### src/rtl/traffic_pkg.sv
// Shared definitions for the intersection phase scheduler: light encodings,
// the phase enumeration and default timing constants.
package traffic_pkg;

  // Per-approach light encodings (one-hot, RED in the MSB).
  localparam logic [2:0] LT_RED    = 3'b100;
  localparam logic [2:0] LT_YELLOW = 3'b010;
  localparam logic [2:0] LT_GREEN  = 3'b001;

  // Controller phase; the encoding is driven straight onto the phase output.
  typedef enum logic [1:0] {
    PH_GREEN   = 2'b00,
    PH_YELLOW  = 2'b01,
    PH_ALL_RED = 2'b10
  } phase_e;

  // Default timing, in clk cycles.
  localparam int DEF_N_APPROACH = 4;
  localparam int DEF_MIN_GREEN  = 20;
  localparam int DEF_MAX_GREEN  = 60;
  localparam int DEF_YELLOW_T   = 5;
  localparam int DEF_ALL_RED_T  = 2;
  localparam int DEF_TMR_W      = 24;

endpackage

### src/rtl/rr_pick.sv
// Rotating first-set search: returns the first asserted request after cur,
// scanning cur+1 .. cur+N-1 modulo N. cur itself is never selected; when no
// other request is set, next echoes cur and found is low.
module rr_pick #(
  parameter int N = 4,
  parameter int W = (N > 1) ? $clog2(N) : 1
) (
  input  logic [N-1:0] req,
  input  logic [W-1:0] cur,
  output logic [W-1:0] next,
  output logic         found
);

  // Scan from the farthest offset down so the nearest set request wins.
  always_comb begin
    logic [W-1:0] w_idx;
    next  = cur;
    found = 1'b0;
    w_idx = '0;
    for (int k = N - 1; k >= 1; k--) begin
      w_idx = W'((int'(cur) + k) % N);
      if (req[w_idx]) begin
        next  = w_idx;
        found = 1'b1;
      end
    end
  end

endmodule

### src/rtl/intersection_phase_scheduler.sv
// Round-robin phase scheduler for an N-approach signalised intersection.
// Owns right-of-way: exactly one approach may be non-red at any time.
// Optional emergency preemption is compiled in with TLC_EMERGENCY_PREEMPT_EN;
// without it preempt/preempt_dir are ignored and preempt_ack stays low.
module intersection_phase_scheduler
  import traffic_pkg::*;
#(
  parameter int N_APPROACH = DEF_N_APPROACH,
  parameter int MIN_GREEN  = DEF_MIN_GREEN,
  parameter int MAX_GREEN  = DEF_MAX_GREEN,
  parameter int YELLOW_T   = DEF_YELLOW_T,
  parameter int ALL_RED_T  = DEF_ALL_RED_T,
  parameter int TMR_W      = DEF_TMR_W
) (
  input  logic                          clk,
  input  logic                          rst,
  input  logic [N_APPROACH-1:0]         sensor,
  input  logic                          preempt,
  input  logic [$clog2(N_APPROACH)-1:0] preempt_dir,
  output logic [3*N_APPROACH-1:0]       light,
  output logic [$clog2(N_APPROACH)-1:0] grant,
  output logic [1:0]                    phase,
  output logic                          preempt_ack
);

  localparam int GW = $clog2(N_APPROACH);

  // Timer compare points. Yellow and all-red leave on their last cycle so
  // they last exactly YELLOW_T / ALL_RED_T cycles.
  localparam logic [TMR_W-1:0] C_MIN      = TMR_W'(MIN_GREEN);
  localparam logic [TMR_W-1:0] C_MAX      = TMR_W'(MAX_GREEN);
  localparam logic [TMR_W-1:0] C_YEL_LAST = TMR_W'(YELLOW_T - 1);
  localparam logic [TMR_W-1:0] C_AR_LAST  = TMR_W'(ALL_RED_T - 1);

  phase_e                  r_state;
  logic [GW-1:0]           r_grant;
  logic [TMR_W-1:0]        r_tmr;
  logic [N_APPROACH-1:0]   r_sensor_q;
  logic [3*N_APPROACH-1:0] r_light;
  logic                    r_ack;

  phase_e                  w_state_next;
  logic [GW-1:0]           w_grant_next;
  logic [3*N_APPROACH-1:0] w_light_next;
  logic [3*N_APPROACH-1:0] w_rst_light;
  logic [N_APPROACH-1:0]   w_grant_mask;
  logic                    w_others;
  logic                    w_own;
  logic [GW-1:0]           w_rr_next;
  logic                    w_rr_found;
  logic                    w_pre_cut;
  logic                    w_pre_hold;
  logic                    w_pre_force;
  logic [GW-1:0]           w_pre_dir;
  logic                    w_ack_next;

  // One-hot of the current grant, the reset light pattern, and the next
  // light pattern derived from the next state so lights move with the phase.
  for (genvar gi = 0; gi < N_APPROACH; gi++) begin : g_appr
    assign w_grant_mask[gi] = (r_grant == GW'(gi));
    assign w_rst_light[3*gi +: 3] = (gi == 0) ? LT_GREEN : LT_RED;
    assign w_light_next[3*gi +: 3] =
      (w_grant_next != GW'(gi))   ? LT_RED    :
      (w_state_next == PH_GREEN)  ? LT_GREEN  :
      (w_state_next == PH_YELLOW) ? LT_YELLOW : LT_RED;
  end

  assign w_others = |(r_sensor_q & ~w_grant_mask);
  assign w_own    = |(r_sensor_q & w_grant_mask);

  rr_pick #(
    .N (N_APPROACH),
    .W (GW)
  ) u_rr_pick (
    .req   (r_sensor_q),
    .cur   (r_grant),
    .next  (w_rr_next),
    .found (w_rr_found)
  );

`ifdef TLC_EMERGENCY_PREEMPT_EN
  // preempt is a level sampled directly; the ack simply follows it by a cycle.
  assign w_pre_cut   = preempt && (r_grant != preempt_dir);
  assign w_pre_hold  = preempt && (r_grant == preempt_dir);
  assign w_pre_force = preempt;
  assign w_pre_dir   = preempt_dir;
  assign w_ack_next  = preempt;
`else
  logic w_unused_pre;
  assign w_unused_pre = ^{preempt, preempt_dir};
  assign w_pre_cut    = 1'b0;
  assign w_pre_hold   = 1'b0;
  assign w_pre_force  = 1'b0;
  assign w_pre_dir    = '0;
  assign w_ack_next   = 1'b0;
`endif

  // Next-state and next-grant decisions; grant only moves on ALL_RED->GREEN.
  always_comb begin
    w_state_next = r_state;
    w_grant_next = r_grant;
    case (r_state)
      PH_GREEN: begin
        if (w_pre_cut) begin
          w_state_next = PH_YELLOW;
        end else if (!w_pre_hold && w_others && (r_tmr >= C_MIN) &&
                     (!w_own || (r_tmr >= C_MAX))) begin
          w_state_next = PH_YELLOW;
        end
      end
      PH_YELLOW: begin
        if (r_tmr == C_YEL_LAST) begin
          w_state_next = PH_ALL_RED;
        end
      end
      PH_ALL_RED: begin
        if (r_tmr == C_AR_LAST) begin
          w_state_next = PH_GREEN;
          if (w_pre_force) begin
            w_grant_next = w_pre_dir;
          end else if (w_rr_found) begin
            w_grant_next = w_rr_next;
          end
        end
      end
      default: begin
        w_state_next = PH_GREEN;
      end
    endcase
  end

  // Phase FSM, saturating phase timer, sensor register and output registers.
  always_ff @(posedge clk) begin
    if (rst) begin
      r_state    <= PH_GREEN;
      r_grant    <= '0;
      r_tmr      <= '0;
      r_sensor_q <= '0;
      r_light    <= w_rst_light;
      r_ack      <= 1'b0;
    end else begin
      r_sensor_q <= sensor;
      r_state    <= w_state_next;
      r_grant    <= w_grant_next;
      r_light    <= w_light_next;
      r_ack      <= w_ack_next;
      if (w_state_next != r_state) begin
        r_tmr <= '0;
      end else if (r_tmr != {TMR_W{1'b1}}) begin
        r_tmr <= r_tmr + 1'b1;
      end
    end
  end

  assign light       = r_light;
  assign grant       = r_grant;
  assign phase       = r_state;
  assign preempt_ack = r_ack;

endmodule

### config.mk
export PLATFORM = sky130hd
export DESIGN_NAME = intersection_phase_scheduler
export DESIGN_NICKNAME = d
export VERILOG_FILES = /design/src/rtl/traffic_pkg.sv /design/src/rtl/rr_pick.sv /design/src/rtl/intersection_phase_scheduler.sv
export SDC_FILE = /design/constraint.sdc
export NUM_CORES = 1
export LEC_CHECK = 0
export BUFFER_PORTS_ARGS = -buffer_cell sky130_fd_sc_hd__buf_2
export CAP_MARGIN = 25
export CORE_AREA = 2 2 73 75
export DETAILED_ROUTE_END_ITERATION = 7
export DIE_AREA = 0 0 75 77
export GPL_ROUTABILITY_DRIVEN = 0
export PLACE_DENSITY = 0.68
export SYNTH_ARGS = -nofsm -noshare
export SYNTH_HDL_FRONTEND = slang
export SYNTH_SLANG_ARGS = --single-unit
export TNS_END_PERCENT = 5
### constraint.sdc
create_clock -name clk -period 6.33 [get_ports clk]
set_clock_uncertainty 0.2 [all_clocks]
set_input_delay 1.266 -clock clk [delete_from_list [all_inputs] [get_ports clk]]
set_output_delay 1.266 -clock clk [all_outputs]
set_load 0.005 [all_outputs]
==> impl.org <==
** Clocking
- At the later pin of the worst-skew pair, clock insertion delay measures about 0.29 ns.
- After clock tree synthesis, the clock-pin slew on the worst setup and hold paths is about 0.080 ns.
- Counting the buffers created by CTS gives 5.
- Hold-fix buffer count after cts :: 0
- The clock tree synthesis step divided the H-tree into 2 levels.
- Root buffer selected by CTS :: clkbuf_8
- No sink is reached through more buffers than the 2 on the longest clock path.
- Post-CTS timing repair inserted 0 buffers for setup.
- The number of gates resized after CTS was 0.
- TritonCTS built the clock tree.
- Clock Sink Count :: between 40 and 50

** Final layout
- From synthesis to final layout, the design area changed by 11.9%.
- For this run, the share of the core covered by cells in the final layout is just under 50%.
- At the end of the flow, the number of nets in the layout was around 290.
- # diodes :: 0
- Of the cells placed in the final design, the portion with a size suffix greater than 1 is between 10% and 20%.
- Count of filler cells inserted in the layout :: around 490

** Floorplan
- The die is around 75 um wide.
- Vert. Die Dim :: just under 80 um
- The floorplan step defined a die boundary enclosing ~5800 um^2.
- Row generation in the floorplan step produced 26 rows.
- During I/O placement, the number of pins put on the boundary was 26.
- The region available for standard cell placement spans ~5000 um^2.
- Starting density of the core :: between 40 and 50%

** Drt
- The routed design has between 4000 and 5000 um of wire.
- Remaining antenna violation count :: 0
- In the routed layout, each cell is associated on average with a via count of around 5.2.
- Starting DRC count in detailed routing :: 57
- Drc violations :: 0
- Length of the first detailed-routing pass in iterations :: 4
- Dividing the detail-routed wire length by the instance count gives about 12 um.
- Total number of vias :: between 1500 and 2000

** STA
- The clock period could shrink to approximately 2.9 ns.
- Measured against its own limit, the worst slew margin works out to 40.9%.
- For the pin with the worst max-slew slack, the measured transition is between 0.8 and 0.9 ns.
- Setup violations remaining at the end of the flow were counted as 0.
- Period utilization :: 45.1%
- Hold is met by 0.308 ns.
- Static timing analysis puts the maximum clock frequency at around 350 MHz.
- Number of hold-slack violations in the final timing report :: 0
- Setup repair after global routing left no endpoint under its margin.
- Number of pins exceeding their max-slew limit in the final report :: 0
- In the final timing run, aggregate negative setup slack is 0 ns.

** Placed design
- In this run the tool buffered the top-level ports with 21 buffer cells.
- Detailed placement ended at an HPWL of just under 3000 um.

** Synth
- The Yosys step of the flow raised 0 warnings.
- Number of enable-type register cells in the synthesized netlist :: 0
- Count leader, synth :: dfxtp_1
- The netlist uses 46 different library cells.
- The share of the Yosys chip area taken by registers is between 40 and 50%.
- Of the post-synthesis cell area, the dominant cell type holds around two fifths.
- Counting every net in the synthesized netlist gives 269.
- In the synthesized netlist the dominant register cell turns out to be dfxtp_1.
- Synthesis produced 253 cells.
- Of all cell types, the one taking the most synthesized area is dfxtp_1.
- The commonest cells after synthesis are dfxtp_1 (44), nor2_1 (33), nand2_1 (14).
- After synthesis, the share of flip-flops with an asynchronous set or reset is 0%.
- Register bit count reported by yosys :: between 40 and 50
- Cell area after synthesis :: 2200 um^2
- Cell types with the largest area share after synthesis :: dfxtp_1 (40%), nor2_1 (5.6%), xor2_1 (4.8%)
- Post-synthesis average cell area :: 8.68 um^2

** Pwr
- Worst ir drop on vdd :: 0.000135 V
- Of the total power, the clock network draws between 40% and 50%.
- For this design the static power due to leakage is approximately 0.94 nW.
- Internal Power :: between 400 and 500 uW
- Ratio of total power to cell area :: 210 nW/um^2
- In this run the power spent charging and discharging nets is between 100 and 150 uW.
- The share of total power dissipated in sequential elements is between 50% and 60%.
- Of the total power, the share spent switching nets is between 20% and 30%.
- Comb power frac :: about 4.5%

** Critical path
- Highest fanout seen on the critical path :: 13
- Family of cells with the greatest summed delay on the critical path :: compound AO/OA/AOI/OAI gates
- Source of the worst register-to-register timing path :: grant[1]$_SDFF_PP0_
- The cell that appears most often on the critical path is inv_1.
- STA classifies the critical path startpoint as a flop.
- By startpoint and endpoint, the worst setup path is classified as reg -> reg.
- The most critical setup path has its startpoint at grant[1]$_SDFF_PP0_.
- In this design, the stage delay of the slowest critical-path cell is between 0.6 and 0.7 ns.
- Worst Setup End Kind :: flop
- Worst EP required :: around 6.3 ns
- CP Data Arrival Time :: between 2 and 3 ns
- The number of buffers and inverters on the critical path is 2.
- The critical path goes through inv_1 -> ha_1 -> inv_1 -> o21ai_0 -> a222oi_1 -> a21oi_1 -> a31oi_1 -> and4b_1.
- Crit-path slowest cell :: a31oi_1

** GRT
- Met2 track utilization from global routing :: 26.0%
- For this run the aggregate overflow at the end of global routing stands at 0.
- First-pass GRT wire length :: 7090 um
- Total track usage :: between 10% and 20%
- Number of antenna violations at the first check in global routing :: 0
- Maximum number of pins on one net before global-route repair :: 25
- Number of global-route vias before repair :: 1637
- Met1 track utilization from global routing :: 18.7%
- Global routing consumed, on the met3 layer, under 10% of the routing resources.
- After global routing, the most crowded layer is met2.

** Run status
- The flow ran to the end, and the final reports show no timing, DRC or antenna violations.

** Run
- Max-capacitance violation count :: 0

** Worst hold path
- In this run the worst hold path is classified as reg -> reg.
- Launch point of the worst hold path :: r_tmr[18]$_SDFFE_PP0P_
[metal layers]
metal  part of all wire [%]  up-vias
met5                      0        -
met4                   0.97        0
met3                    3.0        5
met2                     48       23
met1                     48      830
li1                       -      930
[cell families (layout without fill, tap and decap cells)]
| logic type | count (synthesis) | in the layout | share of synthesized area, % |
|---|---|---|---|
| compound gates | 35 | 35 | 12.0 |
| xor+xnor | 22 | 22 | 8.77 |
| fa+ha+maj | 7 | 7 | 3.99 |
| buf+inv | 20 | 40 | 3.64 |
| flops | 44 | 44 | 40.1 |
| mux | 2 | 2 | 0.911 |
| other cells | 1 | 1 | 0.171 |
| simple gates | 122 | 122 | 30.4 |
[final timing paths]
check | endpoint | slack, ns | cells past startpoint
max | light[9]$_SDFF_PP0_ | 3.48 | 8
min | r_tmr[18]$_SDFFE_PP0P_ | 0.31 | 2
max reg2reg | light[9]$_SDFF_PP0_ | 3.48 | 8
min reg2reg | r_tmr[18]$_SDFFE_PP0P_ | 0.31 | 2
[power groups by stage]
stage          logic (mW)  clock network (mW)  registers, mW
2_1_floorplan      0.0195                   0          0.289
3_3_place_gp       0.0228                   0          0.291
3_5_place_dp       0.0230                   0          0.291
4_1_cts            0.0233               0.216          0.285
5_1_grt            0.0263               0.226          0.286
6_report           0.0230               0.209          0.285
[cells in the final DEF, fill, tap and decap left out, types with 3 or more instances in the layout]
cell type / count
a21oi_1: 6
a31oi_1: 5
and2_1: 4
and3_1: 4
and4_1: 3
and4b_1: 4
buf_2: 21
clkbuf_8: 5
dfxtp_1: 44
ha_1: 7
inv_1: 11
nand2_1: 14
nand2b_1: 5
nand3_1: 13
nand4_1: 6
nor2_1: 33
nor2b_1: 6
nor3_1: 6
nor4_1: 8
o21ai_0: 6
o22ai_1: 3
or2_2: 5
xnor2_1: 10
xor2_1: 12
[metrics by stage]
stage | std cells | instance area [um^2] | total power [mW] | worst slack [ns]
floorplan | 253 | 2200 | 0.309 | 3.80
global placement | 335 | 2350 | 0.314 | 3.54
detailed placement | 335 | 2350 | 0.315 | 3.48
CTS | 343 | 2460 | 0.524 | 3.46
global route | 343 | 2460 | 0.538 | 3.19
finish | 343 | 2460 | 0.517 | 3.48
[flip-flops by register name (all words and copies together) (netlist names)]
name	cells
grant	2
light	12
phase	2
r_sensor_q	4
r_tmr	24
[final cells by class]
cell class	instances	area (um^2)	share of cell area, %
clock inverters	2	35.0	1.42
multi-input cells	189	1240	50.3
inverters	11	41.3	1.68
repair buffers	21	105	4.27
clock buffers	6	72.6	2.95
well taps	70	87.6	3.56
flip-flops and latches	44	881	35.8
[worst register-to-register path: stages (launching register included)]
cell	delay [ns]
dfxtp_1	0.59
inv_1	0.16
ha_1	0.34
inv_1	0.08
o21ai_0	0.08
a222oi_1	0.26
a21oi_1	0.07
a31oi_1	0.69
and4b_1	0.28
(Power assumes the default switching activity.)
